$ cat config.mk
export PLATFORM = sky130hd
export DESIGN_NAME = cic_decimator
export DESIGN_NICKNAME = d
export VERILOG_FILES = /design/src/rtl/cic_decimator.sv
export SDC_FILE = /design/constraint.sdc
export NUM_CORES = 1
export LEC_CHECK = 0
export CORE_ASPECT_RATIO = 1.75
export CORE_MARGIN = 3
export CORE_UTILIZATION = 55
export DETAILED_ROUTE_END_ITERATION = 8
export GPL_ROUTABILITY_DRIVEN = 1
export PLACE_DENSITY = 0.86
export SLEW_MARGIN = 20
export SYNTH_ARGS = -nofsm -noshare
export SYNTH_HDL_FRONTEND = slang
export SYNTH_SLANG_ARGS = --single-unit
$ cat constraint.sdc
create_clock -name clk -period 12.2 [get_ports clk]
set_input_delay 3.05 -clock clk [delete_from_list [all_inputs] [get_ports clk]]
set_output_delay 3.05 -clock clk [all_outputs]
set_load 0.03 [all_outputs]
$ cat src/rtl/cic_decimator.sv
// N-stage CIC decimator with power-of-two decimation, rounded/saturated output scaling
// and a registered pass-through bypass.
module cic_decimator #(
  parameter int DATA_WIDTH   = 16,
  parameter int DATA_FRAC    = 15,
  parameter int NUM_STAGES   = 3,
  parameter int MAX_DEC_LOG2 = 5,
  localparam int DEC_W       = $clog2(MAX_DEC_LOG2 + 1)
) (
  input  logic                         clk,
  input  logic                         rst_n,
  input  logic                         valid_in,
  input  logic                         bypass,
  input  logic [DEC_W-1:0]             dec_log2,
  input  logic signed [DATA_WIDTH-1:0] cic_in,
  output logic signed [DATA_WIDTH-1:0] cic_out,
  output logic                         overflow,
  output logic                         underflow,
  output logic                         valid_out
);

  localparam int ACC_WIDTH = DATA_WIDTH + NUM_STAGES * MAX_DEC_LOG2;
  localparam int CNT_W     = (MAX_DEC_LOG2 > 0) ? MAX_DEC_LOG2 : 1;
  localparam logic signed [ACC_WIDTH:0] SAT_MAX = (ACC_WIDTH + 1)'((2 ** (DATA_WIDTH - 1)) - 1);
  localparam logic signed [ACC_WIDTH:0] SAT_MIN = -SAT_MAX - (ACC_WIDTH + 1)'(1);

  logic [DEC_W-1:0]            dec_clamp;
  logic [DEC_W-1:0]            dec_reg;
  logic                        dec_chg;
  logic [CNT_W-1:0]            cnt;
  logic [CNT_W:0]              d_full;
  logic                        strobe;
  logic signed [ACC_WIDTH-1:0] integ     [NUM_STAGES];
  logic signed [ACC_WIDTH-1:0] integ_nxt [NUM_STAGES];
  logic signed [ACC_WIDTH-1:0] dly       [NUM_STAGES];
  logic signed [ACC_WIDTH-1:0] comb      [NUM_STAGES+1];
  logic signed [ACC_WIDTH:0]   c_ext;
  logic signed [ACC_WIDTH:0]   round_add;
  logic signed [ACC_WIDTH:0]   scaled;
  logic                        sat_hi;
  logic                        sat_lo;
  logic [DATA_WIDTH-1:0]       sat_val;
  int                          shift;

  assign dec_clamp = (dec_log2 > DEC_W'(MAX_DEC_LOG2)) ? DEC_W'(MAX_DEC_LOG2) : dec_log2;
  assign dec_chg   = (dec_clamp != dec_reg);
  assign d_full    = (CNT_W + 1)'(1) << dec_reg;
  assign strobe    = ({1'b0, cnt} == (d_full - (CNT_W + 1)'(1)));

  always_comb begin
    integ_nxt[0] = integ[0] + {{(ACC_WIDTH - DATA_WIDTH){cic_in[DATA_WIDTH-1]}}, cic_in};
    for (int k = 1; k < NUM_STAGES; k++) begin
      integ_nxt[k] = integ[k] + integ_nxt[k-1];
    end
    comb[0] = integ_nxt[NUM_STAGES-1];
    for (int k = 1; k <= NUM_STAGES; k++) begin
      comb[k] = comb[k-1] - dly[k-1];
    end
  end

  // Gain of the filter is D^N = 2^(N*dec_log2), removed with round-half-up before saturating.
  always_comb begin
    shift     = NUM_STAGES * int'(dec_reg);
    c_ext     = {comb[NUM_STAGES][ACC_WIDTH-1], comb[NUM_STAGES]};
    round_add = (shift > 0) ? ((ACC_WIDTH + 1)'(1) << (shift - 1)) : '0;
    scaled    = (c_ext + round_add) >>> shift;
    sat_hi    = (scaled > SAT_MAX);
    sat_lo    = (scaled < SAT_MIN);
    sat_val   = sat_hi ? {1'b0, {(DATA_WIDTH - 1){1'b1}}} :
                sat_lo ? {1'b1, {(DATA_WIDTH - 1){1'b0}}} : scaled[DATA_WIDTH-1:0];
  end

  always_ff @(posedge clk or negedge rst_n) begin
    if (!rst_n) begin
      dec_reg   <= '0;
      cnt       <= '0;
      cic_out   <= '0;
      valid_out <= 1'b0;
      overflow  <= 1'b0;
      underflow <= 1'b0;
      for (int k = 0; k < NUM_STAGES; k++) begin
        integ[k] <= '0;
        dly[k]   <= '0;
      end
    end else begin
      valid_out <= 1'b0;
      overflow  <= 1'b0;
      underflow <= 1'b0;
      dec_reg   <= dec_clamp;
      if (bypass || dec_chg) begin
        // Filter history is discarded whenever the decimation ratio or mode changes.
        cnt <= '0;
        for (int k = 0; k < NUM_STAGES; k++) begin
          integ[k] <= '0;
          dly[k]   <= '0;
        end
        if (bypass) begin
          valid_out <= valid_in;
          if (valid_in) cic_out <= cic_in;
        end
      end else if (valid_in) begin
        for (int k = 0; k < NUM_STAGES; k++) begin
          integ[k] <= integ_nxt[k];
        end
        if (strobe) begin
          cnt <= '0;
          for (int k = 0; k < NUM_STAGES; k++) begin
            dly[k] <= comb[k];
          end
          cic_out   <= sat_val;
          valid_out <= 1'b1;
          overflow  <= sat_hi;
          underflow <= sat_lo;
        end else begin
          cnt <= cnt + CNT_W'(1);
        end
      end
    end
  end

endmodule
==> impl_metrics.yaml, run 1 <==
die:
  die_h_um: 265
  initial_core_util_pct: 56.1
  die_w_um: 154
  io_pins: 42
  rows: 94
clocking:
  cts-hold-fix-buffers: 0
  cts_root_buf: "clkbuf_16"
  numCtsBuffers: 21
  htree_levels: 1
  cts.sinks: 213
  cts_buffer_depth: 3
logic_synthesis:
  synth.avg_cell_area_um2: 8.24
  ys_types: 89
  synth_edf_count: 0
  ys.flop_type: "dfrtp_1"
  synth_seq_cells: 213
  async_flop_share_pct: 100
  synthesis.nets: 2820
  ys_warn_count: 0
  syn_area_mm2: 0.0212
  postSynthCellCount: 2568
  ys_seq_area_share_pct: 25.2
run_status:
  status: "aborted with a tool error"
  haltStage: "5_1_grt"
  error: "[ERROR GRT-0116] Global routing finished with congestion. Check the congestion regions in the DRC Viewer."
global_route:
  grt_pass1_wl_um: 204000
  grt_overflow: 63
  grt_max_degree: 96
  grt_usage_pct: 64.9
  grt_pass1_vias: 32100
place:
  dp_hpwl_um: 57600
  place_congestion: 1.05
  numPortBuffers: 41
  pre_cts_ws_ps: -4020
  placed_cells: 3638
## Yosys cell counts (all sizes together), types with 9 or more instances
master,number,area [µm²]
a211oi,27,213
a21boi,26,195
a21o,63,473
a21oi,201,1010
a22o,84,736
a31oi,29,181
and2,13,81.3
and3,19,119
buf,28,130
clkbuf,72,270
dfrtp,213,5330
ha,221,2770
inv,171,642
mux2i,121,1210
nand2,179,672
nand2b,27,169
nand3,43,220
nand4,21,131
nor2,297,1110
nor2b,27,169
nor3,56,303
nor4,10,62.6
o211ai,23,173
o21a,30,225
o21ai,139,696
o21bai,30,225
o31ai,9,86.3
or2,9,56.3
or3,37,231
xnor2,148,1300
xor2,54,473
## metrics by stage
stage / util (%) / cell area (µm²) / hold WS [ps]
floorplan: - / 21600 / 449
global placement: 71.7 / 27100 / 465
detailed placement: 71.7 / 27100 / 481
CTS: 78.7 / 29700 / 502
## logic make-up after synthesis
family          share of synthesized area, %
compound gates                          24.0
fa+ha+maj                               13.8
flops                                   25.2
xor+xnor                                8.72
buf+inv                                 4.94
simple gates                            16.7
mux                                     6.65
## metal layers
layer / global-route usage, % / GRT overflow
met1: 61.6 / 0
met2: 83.9 / 22
met3: 46.7 / 3
met4: 71.1 / 38
met5: 14.6 / 0
## repair_timing
action                                  CTS
endpoints found under the setup margin   19
pin swaps                               185
gates cloned                              2
buffers inserted                         69
resized for setup                       267
==> run 2: changes to the inputs <==
CORE_ASPECT_RATIO = unset   (was 1.75)
CORE_UTILIZATION = 40   (was 55)
PLACE_DENSITY = unset   (was 0.86)
PLACE_DENSITY_LB_ADDON = 0.15   (was unset)
clock period = 15.86 ns   (was 12.2 ns; I/O delays follow)
==> run 2 against run 1 <==
  * Synthesized cell count unchanged
  * Synthesized area unchanged
  * The flow now finishes without violations
==> impl_metrics.yaml, run 2 <==
cells_and_area:
  drive_gt1_share_pct: 32.5
  mostFrequentLayoutCell: "buf_4"
  largestRegisters: "dly: 93 flops, integ: 93 flops, cic_out: 16 flops"
  fin_area_mm2: 0.0301
  final_cell_mix: "buf_4, nor2_1, dfrtp_1"
  diodes: 0
  area_growth_pct: 42.2
  finalNetCount: 3467
  fin_util_pct: 58.1
die:
  initial_core_util_pct: 40.8
  die_h_um: 236
  die_area_mm2: 0.0557
  core_mm2: 0.0518
  io_pins: 42
  die_w_um: 236
  rows: 83
sta:
  period_minus_slack_ps: 15440
  drv_slew: 0
  rsz0062_at_grt: "yes"
  finalSetupViolations: 0
  finalHoldViolations: 0
  max_freq_mhz: 64.8
  fin_crit_sh_pct: 97.3
  finClkSkew_ps: 32.8
  relSlewSlack_pct: 26.0
  worst_slew_pin_slew_ps: 1100
  fin_tns_setup_ps: 0
logic_synthesis:
  synth-simple-area-share_pct: 16.7
  synth.most_common_cell: "nor2_1"
  synth_adder_area_share_pct: 13.8
  synthesis.nets: 2820
  synth_edf_count: 0
  ys_warn_count: 0
  synth_xor_xnor_area_share_pct: 8.72
  ys_seq_area_share_pct: 25.2
  synth.mux.area_fraction_pct: 6.65
  synth_seq_cells: 213
  yosys-top-cells-area: "dfrtp_1, ha_1, xnor2_1"
  postSynthCellCount: 2568
  synth.avg_cell_area_um2: 8.24
  synth.largest_area_cell: "dfrtp_1"
  yosysTopAreaCellShare_pct: 25.2
  synth_compound_area_share_pct: 24.0
  ys.flop_type: "dfrtp_1"
  synth_top_family_by_area: "compound AO/OA/AOI/OAI gates"
  async_flop_share_pct: 100
  synth_commonest_cells: "nor2_1, ha_1, dfrtp_1"
  syn_area_mm2: 0.0212
  ys_types: 89
critical_path:
  path_max_fanout: 8
  worstPathArrival_ps: 15870
  cp-end-kind: "flop"
  slowest_delay_ps: 480
  worstSetupStartpointType: "input pin"
  cp_slowest_cell: "fa_2"
  required_ps: 16290
  path_class: "in -> reg"
clocking:
  cts-hold-fix-buffers: 0
  cts_root_buf: "clkbuf_16"
  clk_latency_ps: 580
  numCtsBuffers: 27
  clk_pin_slew_worst_paths_ps: 60
  cts.sinks: 213
  cts_buffer_depth: 3
  tritoncts: "built"
  htree_levels: 1
global_route:
  antenna_found_initial: 0
  grt_pass1_wl_um: 108000
  grt_max_degree: 96
  grt_usage_pct: 23.2
  grt_pass1_vias: 21500
  grt_overflow: 0
routing:
  drt-total-wl_um: 67500
  drt_iter0_markers: 1058
  route.detailed.drc: 0
  vias: 21400
  drtAntennaViolNets: 0
  drtPass1Iterations: 5
  routed_via_density: 5.47
  post_drt_wl_per_cell_um: 17.2
place:
  place_congestion: 0.907
  numPortBuffers: 41
  dp_hpwl_um: 49700
  place_area_mm2: 0.0266
hold_path:
  hold_path_class: "reg -> reg"
power:
  p_per_area_mw_per_mm2: 232
  ir_drop_mv: 0.154
  power.leakage_uw: 0.0143
job:
  maxCapViolCount: 0
run_status:
  status: "completed"
==> run 2: power by group <==
part           total [µW]  internal (µW)  switching [µW]
Sequential            563            555            8.12
Combinational        5750           2850            2900
Clock                 670            407             263
==> run 2: final timing paths <==
kind,start,endpoint,slack (ps),cells past startpoint
setup / recovery,cic_in[0],cic_out[9],420,62
hold / removal,dly[0],dly[0],480,2
setup reg to reg,integ[63],cic_out[9],3470,71
hold reg to reg,dly[0],dly[0],480,2
max in group asynchronous,rst_n,cic_out[4],11070,2
min in group asynchronous,rst_n,dly[91],3370,1
==> run 2: through the flow <==
| step | cells | hold WS (ps) | worst slack [ps] | total power, µW |
|---|---|---|---|---|
| final | 3916 | 485 | 421 | 6980 |
| after floorplan | 2568 | 449 | 99.1 | 3290 |
| after global placement | 3795 | 467 | -1190 | 5410 |
| after detailed placement | 3795 | 480 | -1460 | 5450 |
| after global routing | 3916 | 510 | -270 | 7490 |
| after CTS | 3874 | 494 | 2.68 | 6400 |
==> run 2: cell families after synthesis <==
family | count (synthesis)
xor gates and xnor gates | 205
DFF | 213
muxes | 132
buffers and inverters | 272
AOI/OAI and AO/OA | 756
adders and majority gates | 229
and+or+nand+nor | 761
==> run 2: metal layers <==
layer  GRT usage [%]  vias to the layer above  wire length [µm]  share of wire, %
met5               0                        -                 0                 0
met4            9.46                        0              3130               4.6
met2            40.5                      413             33000                49
met3            2.09                      163              1790               2.6
li1                -                    10600                 -                 -
met1            29.4                    10300             29500                44
==> run 2: final cells by class <==
type / count / area (µm²)
Tap cell: 680 / 851
Sequential cell: 213 / 5330
Inverter: 172 / 646
Fill cell: 4580 / 21700
Multi-Input combinational cell: 2083 / 16700
Clock inverter: 14 / 194
Clock buffer: 36 / 769
Timing Repair Buffer: 718 / 5560
==> run 2: what timing repair did <==
item | 4_1_cts | 5_1_grt
endpoints found under the setup margin | 18 | 18
pin swaps | 75 | 204
setup buffers | 28 | 41
endpoints found under the hold margin | 0 | 0
resized for setup | 141 | 253
cloned | 1 | 0
==> run 2: worst max-delay path: cells and delay by family <==
kind | cells | cell delay, ps
fa+ha+maj | 8 | 2440
xor+xnor | 7 | 1460
mux | 1 | 370
compound gates | 29 | 4840
simple gates | 8 | 1480
buf+inv | 9 | 1300
Note: power is estimated with default switching activity, not from simulation.
